[src/rtl/aldffe_stim_pkg.sv]
// Shared types and constants for the aldffe stimulus sequencer.
package aldffe_stim_pkg;

  typedef enum logic [2:0] {
    IDLE   = 3'd0,
    SETUP  = 3'd1,
    SETTLE = 3'd2,
    PULSE  = 3'd3,
    HOLD   = 3'd4,
    DONE   = 3'd5
  } state_t;

  // Drive program, indexed by step (bit/element i = step i).
  localparam logic [7:0]      EN_TAB = 8'b0000_1111;
  localparam logic [7:0][1:0] D_TAB  = {2'b11, 2'b10, 2'b01, 2'b00,
                                        2'b11, 2'b10, 2'b01, 2'b00};
  localparam logic [7:0][1:0] AD_TAB = {2'b00, 2'b01, 2'b01, 2'b11,
                                        2'b00, 2'b01, 2'b01, 2'b11};
  localparam logic [2:0]      LAST_STEP = 3'd7;

  // Field index of each taint label in vec_data; bit offset = field*TAINT_W.
  localparam int AD_T_FIELD    = 3;
  localparam int ALOAD_T_FIELD = 2;
  localparam int D_T_FIELD     = 1;
  localparam int EN_T_FIELD    = 0;

  function automatic int max3(input int a, input int b, input int c);
    int m;
    m = (a > b) ? a : b;
    return (m > c) ? m : c;
  endfunction

endpackage

[src/rtl/aldffe_phase_timer.sv]
// Loadable down-counter timing one FSM phase; expire marks the phase's last cycle.
module aldffe_phase_timer #(
  parameter int CW = 3
) (
  input  logic          clk,
  input  logic          rst,
  input  logic          load,
  input  logic [CW-1:0] load_val,
  output logic          expire
);

  logic [CW-1:0] cnt;

  // Reload on phase entry, otherwise count down and park at zero.
  always_ff @(posedge clk or posedge rst) begin
    if (rst)             cnt <= '0;
    else if (load)       cnt <= load_val;
    else if (cnt != '0)  cnt <= cnt - CW'(1);
  end

  assign expire = (cnt == CW'(1));

endmodule

[src/rtl/aldffe_stim_seq.sv]
// Stimulus sequencer: accepts a taint vector, then replays the 8-step
// en/d/ad/aload program toward the async-load flop under test.
module aldffe_stim_seq
  import aldffe_stim_pkg::*;
#(
  parameter int WIDTH      = 2,
  parameter int TAINT_W    = 32,
  parameter int SETTLE_CYC = 2,
  parameter int PULSE_CYC  = 1,
  parameter int HOLD_CYC   = 4
) (
  input  logic                 clk,
  input  logic                 rst,
  input  logic                 vec_valid,
  output logic                 vec_ready,
  input  logic [4*TAINT_W-1:0] vec_data,
  input  logic                 abort,
  output logic [WIDTH-1:0]     d,
  output logic [WIDTH-1:0]     ad,
  output logic                 en,
  output logic                 aload,
  output logic [TAINT_W-1:0]   d_t,
  output logic [TAINT_W-1:0]   ad_t,
  output logic [TAINT_W-1:0]   en_t,
  output logic [TAINT_W-1:0]   aload_t,
  output logic                 busy,
  output logic                 done,
  output logic [15:0]          vec_cnt
);

  localparam int CW = $clog2(max3(SETTLE_CYC, PULSE_CYC, HOLD_CYC)) + 1;

  state_t        state, state_nxt;
  logic [2:0]    step;
  logic          t_load, t_expire;
  logic [CW-1:0] t_val;
  logic          accept, kill;

  assign vec_ready = (state == IDLE);
  assign busy      = (state != IDLE);
  assign accept    = vec_ready && vec_valid;
  assign kill      = abort && (state != IDLE);

  aldffe_phase_timer #(.CW(CW)) u_timer (
    .clk      (clk),
    .rst      (rst),
    .load     (t_load),
    .load_val (t_val),
    .expire   (t_expire)
  );

  // State register.
  always_ff @(posedge clk or posedge rst) begin
    if (rst) state <= IDLE;
    else     state <= state_nxt;
  end

  // Next-state decode; the timer is reloaded on every timed-phase entry.
  always_comb begin
    state_nxt = state;
    t_load    = 1'b0;
    t_val     = '0;
    case (state)
      IDLE:   if (vec_valid) state_nxt = SETUP;
      SETUP: begin
        state_nxt = SETTLE;
        t_load    = 1'b1;
        t_val     = CW'(SETTLE_CYC);
      end
      SETTLE: if (t_expire) begin
        state_nxt = PULSE;
        t_load    = 1'b1;
        t_val     = CW'(PULSE_CYC);
      end
      PULSE:  if (t_expire) begin
        state_nxt = HOLD;
        t_load    = 1'b1;
        t_val     = CW'(HOLD_CYC);
      end
      HOLD:   if (t_expire) state_nxt = (step == LAST_STEP) ? DONE : SETUP;
      DONE:   state_nxt = IDLE;
      default: state_nxt = IDLE;
    endcase
    if (kill) state_nxt = IDLE;
  end

  // Registered outputs follow the current state, so each drive appears one
  // edge after the state that produces it (data after SETUP, aload after PULSE,
  // done after DONE). Abort clears aload/en on the same edge it idles the FSM.
  always_ff @(posedge clk or posedge rst) begin
    if (rst) begin
      d       <= '0;
      ad      <= '0;
      en      <= 1'b0;
      aload   <= 1'b0;
      d_t     <= '0;
      ad_t    <= '0;
      en_t    <= '0;
      aload_t <= '0;
      done    <= 1'b0;
      vec_cnt <= '0;
      step    <= '0;
    end else begin
      done  <= (state == DONE) && !kill;
      aload <= (state == PULSE) && !kill;
      if (accept) begin
        ad_t    <= vec_data[AD_T_FIELD*TAINT_W    +: TAINT_W];
        aload_t <= vec_data[ALOAD_T_FIELD*TAINT_W +: TAINT_W];
        d_t     <= vec_data[D_T_FIELD*TAINT_W     +: TAINT_W];
        en_t    <= vec_data[EN_T_FIELD*TAINT_W    +: TAINT_W];
        step    <= '0;
      end
      if (kill) begin
        en <= 1'b0;
      end else begin
        if (state == SETUP) begin
          en <= EN_TAB[step];
          d  <= WIDTH'(D_TAB[step]);
          ad <= WIDTH'(AD_TAB[step]);
        end
        if (state == HOLD && t_expire && step != LAST_STEP)
          step <= step + 3'd1;
        if (state == DONE)
          vec_cnt <= vec_cnt + 16'd1;
      end
    end
  end

endmodule
[config.mk]
export PLATFORM = sky130hd
export DESIGN_NAME = aldffe_stim_seq
export DESIGN_NICKNAME = d
export VERILOG_FILES = /design/src/rtl/aldffe_stim_pkg.sv /design/src/rtl/aldffe_phase_timer.sv /design/src/rtl/aldffe_stim_seq.sv
export SDC_FILE = /design/constraint.sdc
export NUM_CORES = 1
export LEC_CHECK = 0
export ABC_AREA = 1
export BUFFER_PORTS_ARGS = -buffer_cell sky130_fd_sc_hd__buf_2
export CAP_MARGIN = 20
export CORE_ASPECT_RATIO = 0.8
export CORE_MARGIN = 2
export CORE_UTILIZATION = 32
export CTS_CLUSTER_SIZE = 12
export DETAILED_ROUTE_END_ITERATION = 8
export GPL_ROUTABILITY_DRIVEN = 0
export GPL_TIMING_DRIVEN = 0
export PLACE_DENSITY_LB_ADDON = 0.3
export SLEW_MARGIN = 20
export SYNTH_ARGS = -nofsm -noshare
export SYNTH_HDL_FRONTEND = slang
export SYNTH_HIERARCHICAL = 1
export SYNTH_SLANG_ARGS = --single-unit
[constraint.sdc]
create_clock -name clk -period 12.95 [get_ports clk]
set_input_delay 2.59 -clock clk [delete_from_list [all_inputs] [get_ports clk]]
set_output_delay 2.59 -clock clk [all_outputs]
set_load 0.1 [all_outputs]
==> results_dict.tcl <==
set metrics [dict create \
    outcome "completed" \
    wl_um 20500 \
    cts_num_sinks 160 \
    tritoncts "yes" \
    synth_top_family_by_area "simple AND/OR/NAND/NOR gates" \
    firstDrtPassIters 5 \
    synthCells 794 \
    grt_use_total 0.185 \
    synth_simple_gate_area_frac 0.322 \
    crit_required_ps 10360 \
    ys_warn_count 6 \
    finalCriticalPeriod_ps 4770 \
    netlist_area_sq_mm 0.00679 \
    async_reset_ff_frac 1.00 \
    setup_viol 0 \
    hold_depth 2 \
    synth_seq_cells 160 \
    cts_buffers 17 \
    grt_antenna_before_repair 1 \
    setup_tns_ps 0 \
    die_area_sq_mm 0.0224 \
    timing.rr.start "state[1]$_DFFE_PP0P_" \
    arrival_ps 2180 \
    grt_remaining_overflow 0 \
    pin_count 285 \
    post-dp-hpwl_um 15200 \
    syn_nets 933 \
    clock_latency_ps 430 \
    regArea_sq_mm 0.00400 \
    first_iter_violations 395 \
    hold_end "ad_t[9]$_DFFE_PP0P_" \
    finalMaxSlewViolations 0 \
    num_vias 6301 \
    worstMarginPinSlew_ps 690 \
    synthMuxAreaShare 0 \
    postRouteAntennaNets 0 \
    cap_violations 0 \
    cts_root_buffer "clkbuf_16" \
    cts.path.max_buffers 2 \
    fmax_mhz 210 \
    rsz0062_at_grt "false" \
    multi_input_area_sq_mm 0.00244 \
    synth_largest_area_cell "dfrtp_1" \
    nNetsFinal 1237 \
    slew_headroom 0.540 \
    fin_crit_sh 0.368 \
    min_from "ad_t[9]$_DFFE_PP0P_" \
    row_count 47 \
    ff2ff_path_depth 7 \
    ys_top_cells_by_area "dfrtp_1, nand2_1, nand3_1" \
    numPortBuffers 284 \
    grt_pass1_vias 6137 \
    critical_path_class "reg2out" \
    area_delta_synth_final_pct 35.9 \
    synth_seq_area_share 0.589 \
    postCtsSetupBuffers 0 \
    hold_viol 0 \
    skew_ps 21.1 \
    yosysMostFrequentCell "nand2_1" \
    grt_pass1_wl_um 32600 \
    worst_setup_hold_path_clk_slew_ps 60 \
    synth_top_area_share 0.589 \
    syn_area_per_cell_sq_um 8.56 \
    hold_class "reg2reg" \
    cts-resized-gates 0 \
    htreeDepth 4 \
    fillers 2130 \
    antennaDiodeCount 0 \
    synth_compound_area_frac 0.0142 \
    synthTopCellsByCount "nand2_1, dfrtp_1, nand3_1, inv_1, nor2_1" \
    viasPerCell 4.57 \
    synth-xor-area-share 0.0103 \
    layout-drive-gt1-share 0.317 \
    die_h_um 134 \
    ff2ff_setup_slack_ps 11140 \
    drc 0 \
    r2r-end "ad_t[9]$_DFFE_PP0P_" \
    synth_cell_types 22 \
    synthAdderAreaFrac 0.0129 \
    synthFlopType "dfrtp_1" \
    die_w_um 167 \
    hold_buffers 0 \
    worst_setup_path_end_kind "output port" \
    path_max_fanout 10 \
    start_util 0.327 \
    wl_per_cell_um 14.8 \
    core-area_sq_mm 0.0208 \
    grt_max_degree 82 \
    synth_edf_count 0 \
    critPathLaunchType "register" \
]
stage by stage:
| stage | cells | hold slack [ps] | area (sq um) | utilization | setup WS (ps) |
|---|---|---|---|---|---|
| detailed placement | 1348 | 453 | 8590 | 0.414 | 8650 |
| global route | 1380 | 488 | 9230 | 0.445 | 8080 |
| finish | 1380 | 465 | 9230 | 0.445 | 8180 |
| floorplan | 794 | 442 | 6790 | - | 6130 |
| global placement | 1347 | 449 | 8550 | 0.412 | 4060 |
| CTS | 1380 | 470 | 9230 | 0.445 | 8190 |
sequential cells by signal, summed over array words and instances (netlist names), 3 cells and up:
| register | flops |
|---|---|
| ad_t | 32 |
| aload_t | 32 |
| d_t | 32 |
| en_t | 32 |
| state | 3 |
| step | 3 |
| u_timer/cnt | 3 |
| vec_cnt | 16 |
layout by cell type (no fill, tap or decap):
cell type and n:
xnor2_1 3, dfrtp_1 160, inv_1 30, ha_1 7, inv_6 4, clkinvlp_4 1
a31oi_1 1, clkbuf_16 17, xor2_1 5, a21oi_1 2, clkinv_4 1, inv_2 3
o21ai_0 16, nor2_2 2, bufinv_16 4, clkbuf_1 16, buf_2 299, buf_4 11
inv_8 5, buf_16 1, nand3_1 146, nand3_2 1, nor2_1 26, nand3b_1 1
buf_1 2, nand2_2 2, nand2_1 337, or2_2 1, nand4_1 7
critical path: stages, from the launching register on:
cell      delay, ps
dfrtp_1         450
nor2_2          200
nand2_2         130
inv_2           110
clkbuf_1        360
buf_2           510
worst max-delay path by stage:
stage	startpoint	endpoint	slack, ps
final	state[1]$_DFFE_PP0P_	vec_ready	8180
after global routing	state[1]$_DFFE_PP0P_	vec_ready	8080
after CTS	state[1]$_DFFE_PP0P_	vec_ready	8190
after detailed placement	state[1]$_DFFE_PP0P_	vec_ready	8650
after global placement	rst	aload_t[27]$_DFFE_PP0P_	4060
after floorplan	rst	ad[0]$_DFFE_PP0P_	6130
logic make-up after synthesis:
group,count (synthesis)
compound gates,19
xor+xnor,8
fa+ha+maj,7
buf+inv,77
flops,160
simple gates,523
cell type report:
| type | instances | share of cell area |
|---|---|---|
| flip-flops and latches | 160 | 0.434 |
| multi-input cells | 557 | 0.264 |
| repair buffers | 285 | 0.157 |
| clock buffers | 18 | 0.0465 |
| well taps | 269 | 0.0365 |
| plain buffers | 43 | 0.0240 |
| clock inverters | 14 | 0.0234 |
| inverters | 34 | 0.0146 |
layer usage:
metal  track usage  vias to the layer above  part of all wire
li1              -                     3138                 -
met1         0.232                     2928              0.43
met2         0.298                      209              0.47
met3        0.0708                       26             0.074
met4        0.0517                        0             0.019
met5             0                        -                 0
Power is left out: the tool's default activity adds up to more than one toggle a clock period on the data nets, which glitch-free logic cannot reach.
